<file path="src/rtl/cfi_pkg.sv">
// Shared types and encodings for the forward-edge CFI landing-pad checker.
package cfi_pkg;

    typedef enum logic [2:0] {
        ST_IDLE,
        ST_ELP,
        ST_CHK_M,
        ST_CHK_U,
        ST_FAULT
    } state_e;

    typedef enum logic [2:0] {
        CAUSE_NONE  = 3'd0,
        CAUSE_NO_LP = 3'd1,
        CAUSE_LBL_L = 3'd2,
        CAUSE_LBL_M = 3'd3,
        CAUSE_LBL_U = 3'd4
    } cause_e;

    typedef struct packed {
        logic [7:0] upper;
        logic [7:0] middle;
        logic [8:0] lower;
    } label_t;

    localparam logic [6:0] OPC_OP_IMM = 7'b0010011;
    localparam logic [6:0] OPC_JALR   = 7'b1100111;
    localparam logic [2:0] F3_CFI     = 3'b100;
    localparam logic [2:0] F3_JALR    = 3'b000;
    localparam logic [6:0] IMM_LL     = 7'b1000001;
    localparam logic [6:0] IMM_MU     = 7'b1000011;

    typedef struct packed {
        logic       is_ind_jump;
        logic       is_lpcll;
        logic       is_lpsll;
        logic       is_sml;
        logic       is_cml;
        logic       is_sul;
        logic       is_cul;
        logic [8:0] imm_label;
    } cls_t;

    // x1/x5 are the link registers; jumps through them with rd=x0 are returns.
    function automatic logic is_link_reg(input logic [4:0] r);
        return (r == 5'd1) || (r == 5'd5);
    endfunction

endpackage

</file>
<file path="src/rtl/cfi_instr_classify.sv">
// Combinational decode of a committed instruction into CFI classification flags.
module cfi_instr_classify
    import cfi_pkg::*;
#(
    parameter int CHECK_COMPRESSED = 1
) (
    input  logic [31:0] i_instr,
    input  logic        i_compressed,
    output cls_t        o_cls
);

    logic w_cfi;
    logic w_ll;
    logic w_mu;
    logic w_jalr;
    logic w_cjump;

    assign w_cfi = !i_compressed && (i_instr[6:0] == OPC_OP_IMM) &&
                   (i_instr[14:12] == F3_CFI) && (i_instr[11:7] == 5'd0);
    assign w_ll  = w_cfi && (i_instr[31:25] == IMM_LL);
    assign w_mu  = w_cfi && (i_instr[31:25] == IMM_MU);

    assign w_jalr = !i_compressed && (i_instr[6:0] == OPC_JALR) &&
                    (i_instr[14:12] == F3_JALR) &&
                    !((i_instr[11:7] == 5'd0) && is_link_reg(i_instr[19:15]));

    // C.JR (bit12=0) / C.JALR (bit12=1); only C.JR through a link register is a return.
    assign w_cjump = i_compressed && (i_instr[1:0] == 2'b10) &&
                     (i_instr[15:13] == 3'b100) && (i_instr[11:7] != 5'd0) &&
                     (i_instr[6:2] == 5'd0) &&
                     !(!i_instr[12] && is_link_reg(i_instr[11:7]));

    always_comb begin
        o_cls             = '0;
        o_cls.is_ind_jump = w_jalr || ((CHECK_COMPRESSED != 0) && w_cjump);
        o_cls.is_lpcll    = w_ll && i_instr[24];
        o_cls.is_lpsll    = w_ll && !i_instr[24];
        o_cls.is_sml      = w_mu && !i_instr[24] && !i_instr[23];
        o_cls.is_cml      = w_mu && !i_instr[24] && i_instr[23];
        o_cls.is_sul      = w_mu && i_instr[24] && !i_instr[23];
        o_cls.is_cul      = w_mu && i_instr[24] && i_instr[23];
        o_cls.imm_label   = i_instr[23:15];
    end

endmodule

</file>
<file path="config.mk">
export PLATFORM = sky130hd
export DESIGN_NAME = cfi_instr_classify
export DESIGN_NICKNAME = d
export VERILOG_FILES = /design/src/rtl/cfi_pkg.sv /design/src/rtl/cfi_instr_classify.sv
export SDC_FILE = /design/constraint.sdc
export NUM_CORES = 1
export LEC_CHECK = 0
export CORE_AREA = 2 2 39 41
export DETAILED_ROUTE_END_ITERATION = 12
export DIE_AREA = 0 0 41 43
export GPL_ROUTABILITY_DRIVEN = 0
export PLACE_DENSITY_LB_ADDON = 0.12
export SLEW_MARGIN = 20
export SYNTH_ARGS = -nofsm -noshare
export SYNTH_HDL_FRONTEND = slang
export SYNTH_SLANG_ARGS = --single-unit
</file>
<file path="constraint.sdc">
create_clock -name vclk -period 3.7
set_input_delay 1.11 -clock vclk [all_inputs]
set_output_delay 1.11 -clock vclk [all_outputs]
set_load 0.01 [all_outputs]
</file>
Word-level counts from Yosys, hierarchy flattened:

Index checks and enable logic that the tools add are counted.

* equality and inequality tests: 11
* reduce and logical (&&, ||, !) cells: 36

Operators with widths (count)
* logical AND 1 bit: 23
* == test 7 bit (second input constant): 3
* == test 5 x 1 -> 1 bit (second input constant): 2
* == test 5 x 3 -> 1 bit (second input constant): 2
* logical NOT 5 bit: 2
* == test 7 x 5 -> 1 bit (second input constant): 1
* == test 3 bit (second input constant): 2
* logical NOT 1 bit: 6
* nonzero test 5 bit: 1
* logical NOT 3 bit: 1
* logical OR 1 bit: 3
* == test 2 bit (second input constant): 1

* bits in registers: 0
* input port bits: 33
* output and inout port bits: 16
* logic and storage cells: 47

Logic depth before layout (Yosys ltp):

Gate-level depths: netlist of the first run.

* word-level depth: 7
* mapped depth: 3
* depth with buffers taken out: 3

Worst setup path before layout of the first run:

OpenSTA, ideal clock, no wires.

* path type: input-to-output
* start: input i_instr[30]
* end: output o_cls[13] (netlist name)
* data arrival time: 2.020 ns
* data required time: 2.590 ns
* path slack: 0.570 ns
* stages on the path: 3
* buffers on the path: 0
* cell sequence: nor4bb_1 nand4_1 nor4_1

RTL lines
* start: declaration: line cfi_instr_classify.sv:7 `input logic [31:0] i_instr,`
* end: declaration: line cfi_instr_classify.sv:9 `output cls_t o_cls`

==> summary.json, run 1 <==
{
  "run_status": {
    "status": "completed"
  },
  "sta": {
    "fin_tns_setup_ns": 0,
    "maxSlewHeadroom_pct": 81.8,
    "hold_violations": 0,
    "period_share_pct": 98.4,
    "tightest_slew_ns": 0.272,
    "post-route-worst-setup-slack_ns": 0.0610,
    "timing.fmax_mhz": 275,
    "final-max-slew-violation-count": 0,
    "finalCriticalPeriod_ns": 3.64,
    "report.final.setup_viol": 0
  },
  "global_routing": {
    "maximum_number_of_pins_on_one_net_before_global_route_repair": 7,
    "grt_usage_pct": 13.5,
    "globalRouteMet3Util_pct": 2.09,
    "grt_antenna_before_repair": 0,
    "gr-usage-met1_pct": 14.6,
    "top_usage_layer": "met2",
    "first_global_vias": 444,
    "grt_first_pass_wirelength_um": 1770,
    "globalRouteMet2Util_pct": 26.6,
    "grt-ovfl-total": 0
  },
  "route": {
    "via_per_inst": 4.92,
    "route.detailed.wl_per_inst_um": 13.0,
    "final_antenna_net_count": 0,
    "dr.pass1.iters": 4,
    "drc_errors": 0,
    "first_iter_violations": 3,
    "route.final.wire_length_um": 1230,
    "route.vias.total": 467
  },
  "synth": {
    "syn_nets": 74,
    "post_synth_design_cell_area_um2": 337,
    "postSynthAreaPerCell_um2": 8.21,
    "netlist-cell-type-count": 20,
    "synth_largest_area_cell": "buf_4",
    "ys_warn_count": 0,
    "synth_top_cell_area_share_pct": 20.1,
    "part_of_the_yosys_area_used_for_sequential_elements_pct": 0,
    "post_synth_main_area_contributors": "buf_4 (20%), nor4bb_1 (8.9%), nor4b_2 (8.9%), nor3_1 (7.4%), nor4b_4 (7.1%)",
    "post_synth_inst_count": 41
  },
  "floorplanning": {
    "num_io_pins": 49,
    "die-area_mm2": 0.00176,
    "core_region_area_mm2": 0.00138,
    "floorplan.rows": 14,
    "die_height_um": 43,
    "floorplan.die.width_um": 41,
    "start_util_pct": 24.3
  },
  "placement": {
    "dpl_cell_area_um2": 737,
    "dp_hpwl_um": 993,
    "placement.setup.worst_slack_ns": -0.375,
    "port_buffers": 41
  },
  "worst_setup_path": {
    "critPathLaunchType": "primary input",
    "setup.worst_path.class": "primary input to output pin",
    "setup.worst_path.end_class": "output pin",
    "arrival_ns": 2.53,
    "path_max_fanout": 3,
    "worst-endpoint-required_ns": 2.59
  },
  "power_and_ir_drop": {
    "p_sw_share_pct": 33.5,
    "intPower_w": 0.0000403,
    "total_leakage_power_nw": 0.374,
    "ir_worst_vdd_mv": 0.0287,
    "comb_power_share_pct": 100.0,
    "p_clk_share_pct": 0,
    "post-layout-total-power_w": 0.0000605,
    "power_density_mw_per_mm2": 75.8,
    "power.share.sequential_pct": 0,
    "netSwitchingPower_w": 0.0000203
  },
  "layout": {
    "antenna_cells": 0,
    "seq_cells": 0,
    "clockBufferCount": 0,
    "multi_input_area_um2": 319,
    "final_core_utilization_pct": 57.7,
    "final_layout_size_suffix_gt1_share_pct": 34.2,
    "syn2layout_area_growth_pct": 137,
    "register_area_um2": 0,
    "finalNetCount": 114,
    "final_design_area_no_fill_um2": 798,
    "filler_cell_count": 146
  },
  "clock_network": {
    "hold_buffers": 0
  },
  "worst_hold_path": {
    "worst_hold_path_type": "primary input to output pin"
  },
  "flow_run": {
    "maxCapViolations": 0
  }
}
-- per-layer routing --
| metal | up-vias | share of wire [%] | routed length (um) |
|---|---|---|---|
| li1 | 233 | - | - |
| met1 | 208 | 37 | 457 |
| met2 | 26 | 52 | 640 |
| met3 | 0 | 11 | 136 |
| met4 | 0 | 0 | 0 |
| met5 | - | 0 | 0 |
-- cells in the final DEF, fill, tap and decap left out --
master,count
nand4_1,3
nor3_2,4
nor4_2,1
buf_2,4
and4b_1,1
nor2b_1,1
nor4b_4,2
clkdlybuf4s50_1,24
nor4bb_1,1
nor4_4,1
clkdlybuf4s15_2,1
a221oi_2,1
o211ai_1,1
nand4_4,1
buf_4,6
and3_1,1
nor3_1,2
nor4bb_2,2
nor4b_2,1
clkbuf_2,2
mux2_2,1
or3_1,2
dlymetal6s2s_1,10
nand3_1,1
inv_1,2
nor2_1,2
nor4b_1,1
-- layout make-up --
cell class | count | area share [%]
timing repair buffer | 47 | 56.6
multi-input combinational | 30 | 40.0
tap | 16 | 2.51
inverter | 2 | 0.940
-- critical path, stage by stage --
cell and delay [ns]:
clkdlybuf4s50_1 0.46, nor4b_4 0.23, nand4_1 0.24, nor4_2 0.31, buf_2 0.17
-- power by group through the flow --
stage	Clock (W)	Combinational [W]	Sequential [W]
floorplan	0	0.0000196	0
global placement	0	0.0000579	0
detailed placement	0	0.0000582	0
CTS	0	0.0000586	0
global route	0	0.0000650	0
finish	0	0.0000605	0
-- repair_timing --
| action | in CTS | in global routing |
|---|---|---|
| setup buffers | 0 | 1 |
| gates resized for setup | 21 | 25 |
| setup endpoints to repair | 7 | 7 |
| pin swaps | 2 | 8 |
-- cell usage after synthesis --
library cell,n
and4b_1,1
a221oi_2,1
nor4_1,2
nor4b_1,1
nand4_4,1
nor4b_2,2
nor4bb_1,3
or3_1,2
buf_4,9
and3_1,1
nand3_1,1
nor2_1,2
nor3_2,1
nor2b_1,1
o211ai_1,1
mux2_2,1
inv_1,2
nor4b_4,1
nand4_1,3
nor3_1,5
-- per-stage QoR --
step | hold slack (ns) | instances
after detailed placement | 2.22 | 94
final | 2.22 | 95
after floorplan | 2.27 | 41
after CTS | 2.22 | 94
after global placement | 2.22 | 94
after global routing | 2.22 | 95
-- kinds of logic (layout without fill, tap and decap cells) --
group / after synthesis / in the layout / share of synthesized area [%]
and+or+nand+nor: 27 / 27 / 67.7
buffers and inverters: 11 / 49 / 22.3
AOI/OAI and AO/OA: 2 / 2 / 6.69
muxes: 1 / 1 / 3.35
-- worst paths after layout --
check / start / to / cells after the start
setup / recovery: i_instr[25] / o_cls[13] / 5
hold / removal: i_instr[20] / o_cls[5] / 0
(Power assumes the default switching activity.)
==> inputs of run 2 (changes only) <==
CELL_PAD_IN_SITES_DETAIL_PLACEMENT = 0   (was not set)
CELL_PAD_IN_SITES_GLOBAL_PLACEMENT = 2   (was not set)
CORE_AREA = not set   (was 2 2 39 41)
CORE_ASPECT_RATIO = 0.7   (was not set)
CORE_MARGIN = 1.5   (was not set)
CORE_UTILIZATION = 11   (was not set)
DIE_AREA = not set   (was 0 0 41 43)
==> summary.json, run 2 (synthesis results as in run 1) <==
{
  "run_status": {
    "status": "completed"
  },
  "placement": {
    "dpl.cell_count": {"value": 117, "change": "+24%"},
    "port_buffers": {"value": 41, "change": "unchanged"}
  },
  "floorplanning": {
    "core_region_area": {"value": 0.00284, "unit": "mm2", "change": "+110%"},
    "num_io_pins": {"value": 49, "change": "unchanged"},
    "die_height": {"value": 49.3, "unit": "um", "change": "+15%"},
    "start_util": {"value": 11.8, "unit": "%", "change": "-12 points"},
    "floorplan.rows": {"value": 16, "change": "+2"},
    "floorplan.die.width": {"value": 69.1, "unit": "um", "change": "+69%"},
    "die-area": {"value": 0.00341, "unit": "mm2", "change": "+93%"}
  },
  "worst_hold_path": {
    "holdPathStages": {"value": 0, "change": "unchanged"},
    "hold_path.startpoint": "i_instr[22]",
    "holdPathEnd": "o_cls[7]",
    "worst_hold_path_type": "primary input to output pin"
  },
  "worst_setup_path": {
    "critPathLaunchType": "primary input",
    "critical_path.max_stage_delay": {"value": 0.49, "unit": "ns", "change": "+0.03 ns"},
    "path_max_fanout": {"value": 3, "change": "unchanged"},
    "setup.worst_path.class": "primary input to output pin",
    "critical_path.slowest_cell": "clkdlybuf4s50_1",
    "worst-endpoint-required": {"value": 2.59, "unit": "ns", "change": "about the same"},
    "arrival": {"value": 2.51, "unit": "ns", "change": "-0.02 ns"},
    "worstPathCellList": "clkdlybuf4s50_1 > nor4bb_4 > buf_4 > nand4_1 > nor3_2 > clkdlybuf4s15_1",
    "setup.worst_path.end_class": "output pin"
  },
  "layout": {
    "register_area": {"value": 0, "unit": "um2", "change": "unchanged"},
    "final_layout_size_suffix_gt1_share": {"value": 34.6, "unit": "%", "change": "+0.39 points"},
    "multi_input_area": {"value": 318, "unit": "um2", "change": "-0.39%"},
    "mostFrequentLayoutCells": "clkdlybuf4s50_1 (24), dlymetal6s2s_1 (8), buf_4 (8)",
    "clockBufferCount": {"value": 0, "change": "unchanged"},
    "finalNetCount": {"value": 116, "change": "+1.8%"},
    "antenna_cells": {"value": 0, "change": "unchanged"},
    "finish.cell_count_without_fillers": {"value": 117, "change": "+23%"},
    "seq_cells": {"value": 0, "change": "unchanged"},
    "leading_cell_type_in_the_layout_fill_and_taps_excluded": "clkdlybuf4s50_1",
    "syn2layout_area_growth_pct": 148,
    "filler_cell_count": {"value": 309, "change": "+110%"}
  },
  "route": {
    "drc_errors": {"value": 0, "change": "unchanged"},
    "final_antenna_net_count": {"value": 0, "change": "unchanged"},
    "first_iter_violations": {"value": 1, "change": "-2"},
    "route.detailed.wl_per_inst": {"value": 10.6, "unit": "um", "change": "-18%"},
    "dr.pass1.iters": {"value": 4, "change": "unchanged"},
    "route.final.wire_length": {"value": 1240, "unit": "um", "change": "+0.49%"},
    "via_per_inst": {"value": 3.94, "change": "-20%"},
    "route.vias.total": {"value": 461, "change": "-1.3%"}
  },
  "power_and_ir_drop": {
    "p_sw_share": {"value": 33.0, "unit": "%", "change": "-0.51 points"},
    "netSwitchingPower": {"value": 0.0000203, "unit": "W", "change": "+0.27%"},
    "total_leakage_power": {"value": 0.365, "unit": "nW", "change": "-2.3%"},
    "p_clk_share": {"value": 0, "unit": "%", "change": "unchanged"},
    "intPower": {"value": 0.0000413, "unit": "W", "change": "+2.6%"},
    "ir_worst_vdd": {"value": 0.0256, "unit": "mV", "change": "-11%"},
    "power_density": {"value": 73.9, "unit": "mW/mm2", "change": "-2.6%"},
    "comb_power_share": {"value": 100.0, "unit": "%", "change": "about the same"},
    "power.share.sequential": {"value": 0, "unit": "%", "change": "unchanged"}
  },
  "sta": {
    "tightest_slew": {"value": 0.562, "unit": "ns", "change": "+0.290 ns"},
    "report.final.setup_viol": {"value": 0, "change": "unchanged"},
    "finalCriticalPeriod": {"value": 3.62, "unit": "ns", "change": "-0.0240 ns"},
    "period_share": {"value": 97.7, "unit": "%", "change": "-0.65 points"},
    "grt_setup_unrepaired": "no",
    "maxSlewHeadroom": {"value": 62.0, "unit": "%", "change": "-20 points"},
    "final-max-slew-violation-count": {"value": 0, "change": "unchanged"},
    "hold_violations": {"value": 0, "change": "unchanged"},
    "fin_tns_setup": {"value": 0, "unit": "ns", "change": "unchanged"},
    "timing.fmax": {"value": 277, "unit": "MHz", "change": "+0.66%"}
  },
  "flow_run": {
    "maxCapViolations": {"value": 0, "change": "unchanged"}
  },
  "global_routing": {
    "grt-ovfl-total": {"value": 0, "change": "unchanged"},
    "gr-usage-met1": {"value": 8.79, "unit": "%", "change": "-5.8 points"},
    "grt_first_pass_wirelength": {"value": 1760, "unit": "um", "change": "-0.79%"},
    "grt_antenna_before_repair": {"value": 0, "change": "unchanged"},
    "first_global_vias": {"value": 392, "change": "-12%"},
    "globalRouteMet3Util": {"value": 0.413, "unit": "%", "change": "-1.7 points"},
    "maximum_number_of_pins_on_one_net_before_global_route_repair": {"value": 7, "change": "unchanged"},
    "globalRouteMet2Util": {"value": 10.3, "unit": "%", "change": "-16 points"},
    "top_usage_layer": "met2",
    "grt_usage": {"value": 6.05, "unit": "%", "change": "-7.4 points"}
  },
  "clock_network": {
    "post_cts.repair.setup_buffers": {"value": 0, "change": "unchanged"}
  }
}
-- run 2: cell types whose count changed in the layout (fill, tap and decap cells not counted), sizes merged --
cell           delta
buf               +2
clkdlybuf4s15     +1
clkbuf            -1
dlymetal6s2s      -2
dlygate4sd2       +2
-- run 2: worst max path at each step --
stage,startpoint,to,slack [ns],depth (start not counted)
6_report,i_instr[4],o_cls[10],0.08,6
3_3_place_gp,i_compressed,o_cls[13],-0.38,5
3_5_place_dp,i_compressed,o_cls[13],-0.40,5
4_1_cts,i_instr[2],o_cls[9],-0.03,6
2_1_floorplan,i_instr[30],o_cls[13],0.57,3
5_1_grt,i_instr[4],o_cls[13],0.01,6
-- run 2: final cells by class --
cell class | instances | area share, %
Inverter | 2 | 0.900
Multi-Input combinational cell | 30 | 38.1
Tap cell | 36 | 5.40
Timing Repair Buffer | 49 | 55.6
-- run 2: critical path: cells and delay by family --
kind	cells	cell delay [ns]
buf+inv	3	0.89
simple gates	3	0.50
-- run 2: repair_timing --
action,CTS,global route
hold endpoints to repair,0,0
pin swaps,4,7
hold buffers,0,0
gates resized for setup,28,16
endpoints found under the setup margin,7,5
-- run 2: power by group through the flow --
stage / Clock [W] / Combinational [W] / Sequential (W)
after global routing: 0 / 0.0000654 / 0
after floorplan: 0 / 0.0000196 / 0
after detailed placement: 0 / 0.0000611 / 0
after CTS: 0 / 0.0000612 / 0
after global placement: 0 / 0.0000615 / 0
final: 0 / 0.0000617 / 0
-- run 2: through the flow --
stage / worst slack (ns) / area (um2) / util (%) / hold slack, ns / power [W]
finish: 0.0850 / 835 / 29.4 / 2.22 / 0.0000617
CTS: -0.0305 / 787 / 27.7 / 2.22 / 0.0000612
global placement: -0.378 / 785 / 27.6 / 2.22 / 0.0000615
global route: 0.00978 / 835 / 29.4 / 2.22 / 0.0000654
detailed placement: -0.397 / 785 / 27.6 / 2.22 / 0.0000611
floorplan: 0.570 / 337 / - / 2.27 / 0.0000196
-- run 2: routing by layer --
metal | vias to the layer above | share of wire (%)
met1 | 203 | 48
met3 | 2 | 4.3
met2 | 17 | 47
met4 | 0 | 0.32
met5 | - | 0
li1 | 239 | -
